===== config.mk =====
export PLATFORM = sky130hd
export DESIGN_NAME = ray_result_collector
export DESIGN_NICKNAME = d
export VERILOG_FILES = /design/src/rtl/ray_result_collector.sv
export SDC_FILE = /design/constraint.sdc
export NUM_CORES = 1
export LEC_CHECK = 0
export ABC_AREA = 1
export BUFFER_PORTS_ARGS = -buffer_cell sky130_fd_sc_hd__buf_2
export CORE_MARGIN = 1
export CORE_UTILIZATION = 44
export DETAILED_ROUTE_END_ITERATION = 7
export PLACE_DENSITY = 0.57
export SLEW_MARGIN = 15
export SYNTH_ARGS = -nofsm -noshare
export SYNTH_HDL_FRONTEND = slang
export SYNTH_SLANG_ARGS = --single-unit

===== constraint.sdc =====
create_clock -name clk -period 4.63 [get_ports clk]
set_clock_uncertainty 0.2 [all_clocks]
set_input_delay 0.2315 -clock clk [delete_from_list [all_inputs] [get_ports clk]]
set_output_delay 0.2315 -clock clk [all_outputs]
set_load 0.01 [all_outputs]

===== src/rtl/ray_result_collector.sv =====
`default_nettype none
// ============================================================================
// Module   : ray_result_collector
// Purpose  : Collects one-cycle ray results from raytracer_top, tags each with
//            a sequential pixel index, buffers them in a show-ahead FIFO and
//            streams them to the framebuffer writer over valid/ready. Keeps
//            per-frame hit/miss/timeout statistics and issues a credit
//            (o_job_allow) so no launched ray can find the buffer full.
// Ports    : clk, rst_n (async, active-low)
//            i_job_fire / o_job_allow      : dispatcher handshake and credit
//            i_frame_clear                 : synchronous frame restart
//            i_ray_done, i_ray_hit, i_ray_timeout, i_hit_voxel_x/y/z,
//            i_hit_face_id, i_steps_taken  : result from raytracer_top
//            o_res_valid / i_res_ready     : result stream handshake
//            o_res_pixel_idx, o_res_hit, o_res_timeout, o_res_x/y/z,
//            o_res_face, o_res_steps       : head entry of the FIFO
//            o_frame_done                  : pulse after last pixel pushed
//            o_stat_hits/misses/timeouts   : saturating per-frame counters
//            o_overflow                    : sticky, a result was dropped
// Revision : 1.0 - initial release
// ============================================================================
module ray_result_collector #(
    parameter int COORD_WIDTH      = 16,
    parameter int STEP_COUNT_WIDTH = 16,
    parameter int DEPTH            = 8,
    parameter int PIX_BITS         = 16,
    parameter int FRAME_PIXELS     = 1024,
    parameter int STAT_W           = 32
) (
    input  logic                        clk,
    input  logic                        rst_n,
    input  logic                        i_job_fire,
    output logic                        o_job_allow,
    input  logic                        i_frame_clear,
    input  logic                        i_ray_done,
    input  logic                        i_ray_hit,
    input  logic                        i_ray_timeout,
    input  logic [COORD_WIDTH-1:0]      i_hit_voxel_x,
    input  logic [COORD_WIDTH-1:0]      i_hit_voxel_y,
    input  logic [COORD_WIDTH-1:0]      i_hit_voxel_z,
    input  logic [2:0]                  i_hit_face_id,
    input  logic [STEP_COUNT_WIDTH-1:0] i_steps_taken,
    output logic                        o_res_valid,
    input  logic                        i_res_ready,
    output logic [PIX_BITS-1:0]         o_res_pixel_idx,
    output logic                        o_res_hit,
    output logic                        o_res_timeout,
    output logic [COORD_WIDTH-1:0]      o_res_x,
    output logic [COORD_WIDTH-1:0]      o_res_y,
    output logic [COORD_WIDTH-1:0]      o_res_z,
    output logic [2:0]                  o_res_face,
    output logic [STEP_COUNT_WIDTH-1:0] o_res_steps,
    output logic                        o_frame_done,
    output logic [STAT_W-1:0]           o_stat_hits,
    output logic [STAT_W-1:0]           o_stat_misses,
    output logic [STAT_W-1:0]           o_stat_timeouts,
    output logic                        o_overflow
);

    localparam int c_PTR_W = $clog2(DEPTH);
    localparam int c_CNT_W = c_PTR_W + 1;
    localparam int c_ENT_W = PIX_BITS + 2 + 3 * COORD_WIDTH + 3 + STEP_COUNT_WIDTH;

    localparam logic [PIX_BITS-1:0] c_LAST_PIX = PIX_BITS'(FRAME_PIXELS - 1);
    localparam logic [c_CNT_W-1:0]  c_DEPTH    = c_CNT_W'(DEPTH);
    localparam logic [STAT_W-1:0]   c_STAT_MAX = '1;

    // ------------------------------------------------------------------
    // State
    // ------------------------------------------------------------------
    logic [c_ENT_W-1:0]  r_mem [DEPTH];
    logic [c_PTR_W-1:0]  r_wr_ptr;
    logic [c_PTR_W-1:0]  r_rd_ptr;
    logic [c_CNT_W-1:0]  r_count;
    logic [c_CNT_W-1:0]  r_inflight;
    logic [PIX_BITS-1:0] r_pix;
    logic [STAT_W-1:0]   r_hits;
    logic [STAT_W-1:0]   r_misses;
    logic [STAT_W-1:0]   r_timeouts;
    logic                r_overflow;
    logic                r_frame_done;

    // ------------------------------------------------------------------
    // Handshake decode
    // ------------------------------------------------------------------
    logic               w_full;
    logic               w_pop;
    logic               w_push;
    logic               w_drop;
    logic               w_is_hit;
    logic               w_is_timeout;
    logic               w_is_miss;
    logic [c_CNT_W:0]   w_credit_sum;
    logic [c_CNT_W-1:0] w_inflight_nxt;
    logic [c_ENT_W-1:0] w_entry;
    logic [c_ENT_W-1:0] w_head;

    assign w_full = (r_count == c_DEPTH);
    // frame_clear overrides every other action in the cycle it is asserted.
    assign w_pop  = ~i_frame_clear & (r_count != '0) & i_res_ready;
    // A pop in the same cycle frees the slot, so a full FIFO still accepts.
    assign w_push = ~i_frame_clear & i_ray_done & (~w_full | w_pop);
    assign w_drop = ~i_frame_clear & i_ray_done & w_full & ~w_pop;

    // Hit outranks timeout; anything else is a miss.
    assign w_is_hit     = i_ray_hit;
    assign w_is_timeout = ~i_ray_hit & i_ray_timeout;
    assign w_is_miss    = ~i_ray_hit & ~i_ray_timeout;

    // Credit uses registered state only, so no combinational path from
    // the consumer's ready reaches the dispatcher.
    assign w_credit_sum = {1'b0, r_count} + {1'b0, r_inflight};
    assign o_job_allow  = (w_credit_sum < {1'b0, c_DEPTH});

    always_comb begin
        w_inflight_nxt = r_inflight;
        if (i_job_fire && !i_ray_done) begin
            if (r_inflight != '1) begin
                w_inflight_nxt = r_inflight + 1'b1;
            end
        end else if (!i_job_fire && i_ray_done) begin
            // An unsolicited result must not underflow the counter.
            if (r_inflight != '0) begin
                w_inflight_nxt = r_inflight - 1'b1;
            end
        end
    end

    assign w_entry = {r_pix, w_is_hit, w_is_timeout, i_hit_voxel_x, i_hit_voxel_y,
                      i_hit_voxel_z, i_hit_face_id, i_steps_taken};

    // ------------------------------------------------------------------
    // Storage: cleared on reset so the head fields read zero while empty.
    // ------------------------------------------------------------------
    always_ff @(posedge clk or negedge rst_n) begin
        if (!rst_n) begin
            for (int i = 0; i < DEPTH; i++) begin
                r_mem[i] <= '0;
            end
        end else if (w_push) begin
            r_mem[r_wr_ptr] <= w_entry;
        end
    end

    // ------------------------------------------------------------------
    // Pointers, occupancy and in-flight tracking
    // ------------------------------------------------------------------
    always_ff @(posedge clk or negedge rst_n) begin
        if (!rst_n) begin
            r_wr_ptr   <= '0;
            r_rd_ptr   <= '0;
            r_count    <= '0;
            r_inflight <= '0;
        end else if (i_frame_clear) begin
            r_wr_ptr   <= '0;
            r_rd_ptr   <= '0;
            r_count    <= '0;
            r_inflight <= '0;
        end else begin
            r_inflight <= w_inflight_nxt;
            if (w_push) begin
                r_wr_ptr <= r_wr_ptr + 1'b1;
            end
            if (w_pop) begin
                r_rd_ptr <= r_rd_ptr + 1'b1;
            end
            case ({w_push, w_pop})
                2'b10:   r_count <= r_count + 1'b1;
                2'b01:   r_count <= r_count - 1'b1;
                default: r_count <= r_count;
            endcase
        end
    end

    // ------------------------------------------------------------------
    // Pixel tagging, frame pulse, statistics and overflow
    // ------------------------------------------------------------------
    always_ff @(posedge clk or negedge rst_n) begin
        if (!rst_n) begin
            r_pix        <= '0;
            r_frame_done <= 1'b0;
            r_hits       <= '0;
            r_misses     <= '0;
            r_timeouts   <= '0;
            r_overflow   <= 1'b0;
        end else if (i_frame_clear) begin
            r_pix        <= '0;
            r_frame_done <= 1'b0;
            r_hits       <= '0;
            r_misses     <= '0;
            r_timeouts   <= '0;
            r_overflow   <= 1'b0;
        end else begin
            r_frame_done <= w_push && (r_pix == c_LAST_PIX);
            if (w_push) begin
                r_pix <= (r_pix == c_LAST_PIX) ? '0 : r_pix + 1'b1;
                if (w_is_hit && (r_hits != c_STAT_MAX)) begin
                    r_hits <= r_hits + 1'b1;
                end
                if (w_is_timeout && (r_timeouts != c_STAT_MAX)) begin
                    r_timeouts <= r_timeouts + 1'b1;
                end
                if (w_is_miss && (r_misses != c_STAT_MAX)) begin
                    r_misses <= r_misses + 1'b1;
                end
            end
            if (w_drop) begin
                r_overflow <= 1'b1;
            end
        end
    end

    // ------------------------------------------------------------------
    // Outputs: head entry presented straight from storage (show-ahead).
    // ------------------------------------------------------------------
    assign w_head      = r_mem[r_rd_ptr];
    assign o_res_valid = (r_count != '0);
    assign {o_res_pixel_idx, o_res_hit, o_res_timeout, o_res_x, o_res_y,
            o_res_z, o_res_face, o_res_steps} = w_head;

    assign o_frame_done    = r_frame_done;
    assign o_stat_hits     = r_hits;
    assign o_stat_misses   = r_misses;
    assign o_stat_timeouts = r_timeouts;
    assign o_overflow      = r_overflow;

endmodule
`default_nettype wire


==> impl_metrics.toml, run 1 <==
[run_status]
outcome = "finished clean"

[power_and_ir_drop]
switchingPower_mw = 7.744
p_per_area_nw_per_um2 = 516.8
power_frac_seq_pct = 39.6
leakage_nw = 20.11
combinationalPowerShare_pct = 27.8
power.total_mw = 22.71
p_sw_share_pct = 34.10
clkPwrFrac_pct = 32.6
p_int_mw = 14.97
worst_ir_drop_vdd_mv = 0.3597

[sta]
setup_viol = 0
fin_crit_sh_pct = 81.46
drv_slew = 0
rsz0062_at_grt = "no"
worst_slew_pin_slew_ns = 0.9852
worst_slack_ns = 0.8585
fin_crit_ns = 3.772
hold_violations = 0
max_slew_margin_pct = 34.32
setup_tns_ns = 0
max_freq_mhz = 265.1
holdWs_ns = 0.08527

[clock_tree]
cts.sinks = 808
hold_buffers = 77
worst_skew_pair.late_latency_ns = 0.63
post_cts_buffers = 0
clkTransAtPathRegs_ns = 0.06
clockRootBuffer = "clkbuf_16"
cts_buffer_depth = 3
cts_max_level = 3
cts_tree = "built"
numCtsBuffers = 92
cts_resized = 0

[synth]
ys_ff_latch = 808
syn_avg_cell_area_um2 = 8.105
synth_top_area_share_pct = 52.72
synth_area_leaders = "dfrtp_1 (53%), o21ai_0 (11%), nand2_1 (10%)"
yosys.area.top_type = "dfrtp_1"
syn-num-nets = 4821
synth_cell_types = 41
syn_inst = 4732
syn_area_um2 = 38350
ys_warn_count = 0
synth-seq-area-share_pct = 52.72

[critical_path]
timing.rr.start = "o_stat_hits[0]"
crit_end = "o_res_y[12]"
reg2reg_depth = 10
reg2reg_to = "o_stat_hits[23]"
critPathKind = "reg2out"
crit_arrival_ns = 3.34
cp-start-kind = "flop"
cp-end-kind = "output pin"
critPathRequiredTime_ns = 4.20
cp-startpoint = "r_rd_ptr[1]"
crit_path_max_fanout = 87
r2r_slack_ns = 1.63

[floorplanning]
die_h_um = 297.2
ios = 260
initial_core_util_pct = 44.76
core_area_um2 = 85680
row_count = 107
die_area_um2 = 88350
die_w_um = 297.2

[placed_design]
placed_cells = 5881
gp_congestion = 0.8848
dp_hpwl_um = 64260
pre_cts_slack_ns = 1.265
port_buffers = 259
placed_area_um2 = 40080

[grt]
grt_max_degree = 139
grt_pass1_wl_um = 177400
gr-usage-all-layers_pct = 24.72
first_global_vias = 31870
grt_antenna_before_repair = 5
overflow = 0

[hold_path]
min_path_type = "in2async"

[drt]
wire_per_inst_um = 17.83
drt_iter0_markers = 2706
ant_nets = 0
route.detailed.drc = 0
drt_pass1_iterations = 6
vias = 32610
wirelength_um = 109200
viasPerCell = 5.326

[final_layout]
syn2layout_area_growth_pct = 14.59
layout.cells.non_filler = 6124
postLayoutCoreUtil_pct = 51.29
drive_above_1_share_pct = 10.37
fin_area_um2 = 43950
n_fill_cell = 8399
nets = 4997
mostFrequentLayoutCells = "nand2_1 (1017), o21ai_0 (834), dfrtp_1 (806), nor2_1 (738), o21ai_1 (282)"
layout_commonest_cell = "nand2_1"

[flow_run]
drv_cap = 0
## worst min-delay path by stage
stage | end | slack, ns | depth (start not counted)
6_report | r_mem[525] | 0.09 | 2
5_1_grt | r_mem[525] | 0.16 | 2
4_1_cts | r_mem[612] | 0.10 | 2
3_5_place_dp | r_mem[525] | 0.21 | 1
3_3_place_gp | r_mem[610] | 0.21 | 1
2_1_floorplan | o_frame_done | -0.26 | 0
## cells in the mapped netlist (all sizes together)
cell,number
ha,13
nand2,1030
a21oi,23
nor3b,3
o21ai,1116
dfrtp,808
xnor2,3
nand3b,4
buf,167
a21o,10
o22ai,88
a31o,1
nor2,750
nand4,36
clkbuf,145
nand3,126
o31ai,17
nor4,4
a211oi,1
clkinv,1
nor3,45
fa,1
o21a,1
inv,218
a2111oi,1
a31oi,86
xor2,33
a22o,1
## worst max-delay path, stage by stage, from the launching register on
cell     delay (ns)
dfrtp_4        0.70
inv_6          0.58
buf_4          0.44
o21ai_0        0.14
o22ai_1        0.18
nor2_1         0.06
a31oi_1        0.23
buf_2          0.18
## registers in the layout, summed over array words and instances (netlist names)
| signal | count |
|---|---|
| r_pix | 16 |
| r_inflight | 4 |
| r_wr_ptr | 3 |
| o_stat_timeouts | 32 |
| o_stat_misses | 32 |
| o_frame_done | 1 |
| o_stat_hits | 32 |
| r_rd_ptr | 3 |
| r_count | 4 |
| o_overflow | 1 |
| r_mem | 680 |
## layer usage
layer  track usage [%]  vias up  routed length [um]
li1                  -    16070                   -
met1             34.39    15680               50980
met2             40.18      705               50600
met3             3.666      157                4992
met4             6.861        4                2618
met5                 0        -                  25
## power groups by stage
stage                     clock network, mW  registers (mW)  logic [mW]
after floorplan                           0            8.86        4.22
after global placement                    0            9.06        6.27
after detailed placement                  0            9.08        6.32
after CTS                              7.57            8.97        6.39
after global routing                   7.85            9.14        7.15
final                                  7.41            8.98        6.31
## logic make-up after synthesis
family          count (synthesis)  synth area share (%)
fa+ha+maj                      14                0.4763
xor+xnor                       36                0.8222
compound gates               1345                 18.34
simple gates                 1998                 20.95
buf+inv                       531                 6.688
flops                         808                 52.72
## cell type report
type / instances / area [um2] / area share, %
clock inverter: 22 / 275.3 / 0.6264
inverter: 219 / 888.4 / 2.021
timing repair buffer: 394 / 2738 / 6.230
sequential: 808 / 20230 / 46.03
clock buffer: 141 / 2811 / 6.398
antenna: 3 / 7.507 / 0.01708
multi-input combinational: 3393 / 15570 / 35.42
tap: 1144 / 1431 / 3.257
Note: power is estimated with default switching activity, not from simulation.
==> run 2: changes to the inputs <==
--- a/config.mk
+++ b/config.mk
@@ -5,12 +5,12 @@
 export SDC_FILE = /design/constraint.sdc
 export NUM_CORES = 1
 export LEC_CHECK = 0
-export ABC_AREA = 1
+export ABC_AREA = 0
 export BUFFER_PORTS_ARGS = -buffer_cell sky130_fd_sc_hd__buf_2
 export CORE_MARGIN = 1
 export CORE_UTILIZATION = 44
 export DETAILED_ROUTE_END_ITERATION = 7
-export PLACE_DENSITY = 0.57
+export PLACE_DENSITY = 0.6
 export SLEW_MARGIN = 15
 export SYNTH_ARGS = -nofsm -noshare
 export SYNTH_HDL_FRONTEND = slang
==> constraint.sdc (replaced) <==
create_clock -name clk -period 3.1 [get_ports clk]
set_clock_uncertainty 0.2 [all_clocks]
set_input_delay 0.155 -clock clk [delete_from_list [all_inputs] [get_ports clk]]
set_output_delay 0.155 -clock clk [all_outputs]
set_load 0.01 [all_outputs]
==> run 2 against run 1 <==
Against the previous run:
- count of clock-buffer cells in the layout down 13
- first-iteration DRC count down 55%
- largest cell class unchanged
- clock power up 51%
- largest power group unchanged
- synthesized cell count down 45%
- non-clock buffer count up 32
- flip-flop and latch count unchanged
- worst hold slack worse by 0.064 ns
==> impl_metrics.toml, run 2 <==
[clock_tree]
worst_skew_pair.late_latency_ns = 0.65
numCtsBuffers = 91
cts.sinks = 808
clockRootBuffer = "clkbuf_16"
clkTransAtPathRegs_ns = 0.06
cts_buffer_depth = 3
cts_tree = "built"
cts_max_level = 3

[flow_run]
drv_cap = 0

[synth]
ys_ff_latch = 808
syn_inst = 2596
yosys.area.top_type = "dfrtp_1"
syn-num-nets = 2685
syn_area_um2 = 37560
ys_warn_count = 0
synth-seq-area-share_pct = 53.84
synth.most_common_cell = "dfrtp_1"
synth_cell_types = 65
synth_compound_area_share_pct = 4.001
yosys-top-cells-count = "dfrtp_1 (808), mux2_2 (769), mux4_2 (170)"
async_reset_ff_share_pct = 100.0
synth_edf_count = 0
synth_area_leaders = "dfrtp_1 (54%), mux2_2 (23%), mux4_2 (10%)"
synth_adder_area_share_pct = 0.4864
synth_top_family_by_area = "multiplexers"
synthMuxAreaShare_pct = 33.49
synth_top_area_share_pct = 53.84
syn_avg_cell_area_um2 = 14.47
synth_ff_type = "dfrtp_1"
synth_simple_gate_area_share_pct = 5.390
yosys.area_share.xor_xnor_pct = 0.4664

[final_layout]
syn2layout_area_growth_pct = 19.07
nets = 3021
mostFrequentLayoutCells = "dfrtp_1 (805), mux2_2 (769), buf_2 (257), mux4_2 (170), clkbuf_16 (91)"
layout.cells.non_filler = 4146
layout_commonest_cell = "dfrtp_1"
multi_input_area_um2 = 16530
postLayoutCoreUtil_pct = 53.18
regMostFlops = "r_mem"
largest_reg_flops = 680
n_fill_cell = 6989
regArea_um2 = 20230
drive_above_1_share_pct = 48.55

[placed_design]
placed_cells = 3892
port_buffers = 259
pre_cts_slack_ns = 0.2690
dp_hpwl_um = 57880
gp_congestion = 0.8820

[drt]
wire_per_inst_um = 22.46
viasPerCell = 5.768
drt_pass1_iterations = 7
drt_iter0_markers = 1226
vias = 23920
ant_nets = 0
wirelength_um = 93110
route.detailed.drc = 0

[sta]
drv_slew = 0
max_slew_margin_pct = 40.54
worst_slew_pin_slew_ns = 0.8919
worst_slack_ns = 0.1788
setup_tns_ns = 0
max_freq_mhz = 342.3
setup_viol = 0
fin_crit_sh_pct = 94.23
hold_violations = 0
fin_crit_ns = 2.921
rsz0062_at_grt = "no"

[floorplanning]
die_h_um = 294.2
die_w_um = 294.2
ios = 260
die_area_um2 = 86530
core_area_um2 = 84090
row_count = 106
initial_core_util_pct = 44.67

[critical_path]
timing.rr.start = "o_stat_misses[18]"
r2r_slack_ns = 0.20
path_buf_inv = 2
cp-start-kind = "flop"
crit_end = "o_res_pixel_idx[12]"
slowest_stage = "dfrtp_4"
cp-end-kind = "output pin"
reg2reg_depth = 6
cpPeakStageDelay_ns = 0.68
cp-startpoint = "r_rd_ptr[1]"
crit_path_max_fanout = 48
crit_arrival_ns = 2.57
crit_family = "multiplexers"
critPathRequiredTime_ns = 2.74
reg2reg_to = "o_stat_misses[12]"
worst-path-stages = 4
critPathKind = "reg2out"
worstPathCellList = "buf_12 > mux4_2 > mux2_2 > buf_2"

[grt]
grt_util_met2_pct = 37.18
first_global_vias = 25660
grt_antenna_before_repair = 6
gr-usage-all-layers_pct = 21.84
grt_pass1_wl_um = 148500
overflow = 0
grt_use_met1_pct = 28.63
busiest_layer = "met2"
use_met3_pct = 3.595
grt_max_degree = 83

[hold_path]
min_path_type = "in2async"

[power_and_ir_drop]
leakage_nw = 20.35
power.total_mw = 30.58
p_per_area_nw_per_um2 = 683.9
worst_ir_drop_vdd_mv = 0.5199

[run_status]
outcome = "finished clean"
-- run 2: changes by cell type in the layout (fill, tap and decap cells not counted), moves of 32 or more --
cell	previous run	this run
nand2_1	1017	63
o21ai_0	834	51
mux2_2	0	769
nor2_1	738	60
o21ai_1	282	1
inv_1	200	25
mux4_2	0	170
o22ai_1	88	0
nand3_1	124	42
a31oi_1	86	6
a21oi_1	23	71
or3_1	0	38
or4_1	0	32
-- run 2: how the worst min path moves through the flow --
stage	start	endpoint	slack (ns)	cells after the start
floorplan	rst_n	o_frame_done	-0.34	0
global placement	rst_n	r_mem[357]	0.06	1
detailed placement	rst_n	r_mem[357]	0.07	1
CTS	rst_n	r_mem[81]	0.001	2
global route	rst_n	r_mem[409]	0.04	2
finish	rst_n	r_mem[638]	0.02	2
-- run 2: final cells by class --
| class | instances | area share (%) |
|---|---|---|
| Inverter | 25 | 0.2098 |
| Timing Repair Buffer | 426 | 7.364 |
| Sequential cell | 808 | 45.24 |
| Multi-Input combinational cell | 1580 | 36.96 |
| Clock inverter | 42 | 1.273 |
| Antenna cell | 3 | 0.01679 |
| Tap cell | 1134 | 3.173 |
| Clock buffer | 128 | 5.761 |
-- run 2: timing repair --
| action | CTS | global route |
|---|---|---|
| resized for setup | 0 | 4 |
| endpoints found under the hold margin | 1217 | 0 |
| buffers inserted | 4 | 0 |
| setup endpoints to repair | 9 | 1 |
| hold buffers | 77 | 0 |
| pin swaps | 0 | 0 |
-- run 2: metrics by stage --
stage / cell area (um2) / hold slack (ns)
global placement: 40730 / 0.06155
detailed placement: 40730 / 0.06624
CTS: 44690 / 0.001021
global route: 44720 / 0.04176
floorplan: 37560 / -0.3406
finish: 44720 / 0.02148
-- run 2: logic make-up after synthesis --
group                    count (synthesis)
multiplexers                           948
flip-flops                             808
AND/OR/NAND/NOR                        366
AO/OA/AOI/OAI                          232
buffers and inverters                  208
XOR/XNOR                                20
adder cells (fa/ha/maj)                 14
-- run 2: power breakdown --
part	internal (mW)	switching (mW)
Clock	6.69	4.51
Combinational	3.70	2.85
Sequential	12.0	0.803
-- run 2: layer usage --
metal | wire [um] | share of wire (%) | up-vias
li1 | - | - | 10480
met1 | 39820 | 43 | 12810
met2 | 47260 | 51 | 468
met3 | 3493 | 3.8 | 157
met4 | 2514 | 2.7 | 4
met5 | 18 | 0.019 | -
==> run 3: changes to the inputs <==
--- a/config.mk
+++ b/config.mk
@@ -10,7 +10,7 @@
 export CORE_MARGIN = 1
 export CORE_UTILIZATION = 44
 export DETAILED_ROUTE_END_ITERATION = 7
-export PLACE_DENSITY = 0.6
+export PLACE_DENSITY = 0.57
 export SLEW_MARGIN = 15
 export SYNTH_ARGS = -nofsm -noshare
 export SYNTH_HDL_FRONTEND = slang
==> constraint.sdc (replaced) <==
create_clock -name clk -period 3.13 [get_ports clk]
set_clock_uncertainty 0.2 [all_clocks]
set_input_delay 0.1565 -clock clk [delete_from_list [all_inputs] [get_ports clk]]
set_output_delay 0.1565 -clock clk [all_outputs]
set_load 0.01 [all_outputs]
==> run 3 against run 2 <==
Against the previous run:
- sequential share of layout area shrank 0.14 points
- critical endpoint is now o_res_x[1]
- highest routed layer unchanged
- design area is 0.31% higher
- power decreased by 2.3%
- routed wire length is 0.91% lower
- non-clock buffer count grew 9
- global-route usage barely moved
- register-to-register slack gained 0.06 ns
==> impl_metrics.toml, run 3 (synthesized netlist as in run 2, its figures left out) <==
[critical_path]
crit_path_max_fanout = 64
crit_arrival_ns = 2.69
r2r_slack_ns = 0.26
reg2reg_to = "o_stat_hits[25]"
cp-start-kind = "flop"
slowest_stage = "mux4_2"
timing.rr.start = "r_count[1]"
reg2reg_depth = 5
cp-end-kind = "output pin"
worstPathCellList = "buf_16 > mux4_2 > mux2_4 > buf_2"
critPathKind = "reg2out"
critPathRequiredTime_ns = 2.77
cpPeakStageDelay_ns = 0.58

[drt]
ant_nets = 0
wirelength_um = 92260
route.detailed.drc = 0
wire_per_inst_um = 22.23
drt_pass1_iterations = 5
wl_met1_um = 40160
topRoutingLayerUsed = "met5"
wl_met2_um = 46870
vias = 23700
drt_iter0_markers = 1324
wl_met3_um = 3330
viasPerCell = 5.709

[clock_tree]
cts_buffer_depth = 3
cts_max_level = 3
cts_tree = "built"
clkTransAtPathRegs_ns = 0.06
clockRootBuffer = "clkbuf_16"
cts.sinks = 808
worst_skew_pair.late_latency_ns = 0.64
post_cts_buffers = 0
numCtsBuffers = 90

[sta]
max_slew_margin_pct = 34.53
worst_slew_pin_slew_ns = 0.9697
worst_slack_ns = 0.08548
rsz0062_at_grt = "yes"
max_freq_mhz = 328.5
hold_violations = 0
setup_viol = 0
fin_crit_sh_pct = 97.27
holdWs_ns = 0.1294
setup_tns_ns = 0
drv_slew = 0
fin_crit_ns = 3.045

[run_status]
outcome = "finished clean"

[final_layout]
drive_above_1_share_pct = 48.84
regArea_um2 = 20230
mostFrequentLayoutCells = "dfrtp_1 (805), mux2_2 (749), buf_2 (240), mux4_2 (170), clkbuf_16 (91)"
fin_area_um2 = 44860
largest_reg_flops = 680
layout.cells.non_filler = 4151
regMostFlops = "r_mem"
layout_commonest_cell = "dfrtp_1"
syn2layout_area_growth_pct = 19.44
n_fill_cell = 7039
nets = 3029
multi_input_area_um2 = 16580

[floorplanning]
die_w_um = 294.2
die_h_um = 294.2
core_area_um2 = 84090
ios = 260
die_area_um2 = 86530
initial_core_util_pct = 44.67
row_count = 106

[grt]
grt_pass1_wl_um = 147900
grt_max_degree = 105
gr-usage-all-layers_pct = 21.84
grt_antenna_before_repair = 8
first_global_vias = 25250
overflow = 0

[placed_design]
pre_cts_slack_ns = 0.2965
dp_hpwl_um = 58330
gp_congestion = 0.8499
placed_area_um2 = 40850
port_buffers = 259
placed_cells = 3907

[flow_run]
drv_cap = 0

[power_and_ir_drop]
leakage_nw = 20.43
p_per_area_nw_per_um2 = 666.1
worst_ir_drop_vdd_mv = 0.4726

[hold_path]
min_path_type = "in2async"
[run 3: cell count changes in the layout (fill, tap and decap cells not counted), sizes merged]
cell and delta:
inv -1, clkbuf +1, clkinv +2, clkinvlp -2, dlygate4sd3 -3, bufinv -4
buf +12
[run 3: how the worst max path moves through the flow]
stage / cells past startpoint / slack (ns) / startpoint / endpoint
global placement: 5 / 0.39 / r_count[1] / o_stat_hits[31]
global route: 4 / -0.05 / r_rd_ptr[0] / o_res_x[1]
finish: 4 / 0.09 / r_rd_ptr[0] / o_res_x[1]
CTS: 4 / -0.03 / r_rd_ptr[0] / o_res_pixel_idx[15]
floorplan: 5 / 0.51 / r_rd_ptr[0] / o_res_pixel_idx[14]
detailed placement: 5 / 0.30 / r_count[1] / o_stat_hits[25]
[run 3: final cells by class]
| type | instances | area share, % |
|---|---|---|
| antenna | 3 | 0.01674 |
| clock buffer | 129 | 5.885 |
| clock inverter | 37 | 0.8730 |
| inverter | 25 | 0.2092 |
| multi-input combinational | 1580 | 36.96 |
| sequential | 808 | 45.10 |
| tap | 1134 | 3.163 |
| timing repair buffer | 435 | 7.790 |
[run 3: worst max-delay path: cells and delay by family (launching register included)]
family | cells | cell delay, ns
buf+inv | 2 | 0.58
flops | 1 | 0.53
mux | 2 | 0.87
[run 3: metal layers]
layer  global-route usage, %  vias up
li1                        -    10530
met1                   29.17    12600
met4                   5.640        6
met2                   37.15      440
met3                   3.285      124
met5                       0        -
[run 3: timing repair]
action	in CTS	in global routing
hold buffers	75	0
gates resized for setup	8	33
hold endpoints to repair	1351	0
setup endpoints to repair	20	49
[run 3: where the power goes]
| part | internal, mW | switching [mW] |
|---|---|---|
| combinational | 3.67 | 2.77 |
| sequential | 11.9 | 0.813 |
| clock | 6.37 | 4.33 |
| total | 22.0 | 7.91 |
[run 3: stage by stage]
stage               total power, mW  util [%]
floorplan                     16.96         -
global placement              18.92     48.59
detailed placement            19.21     48.59
CTS                           30.19     53.15
global route                  31.36     53.35
finish                        29.88     53.35
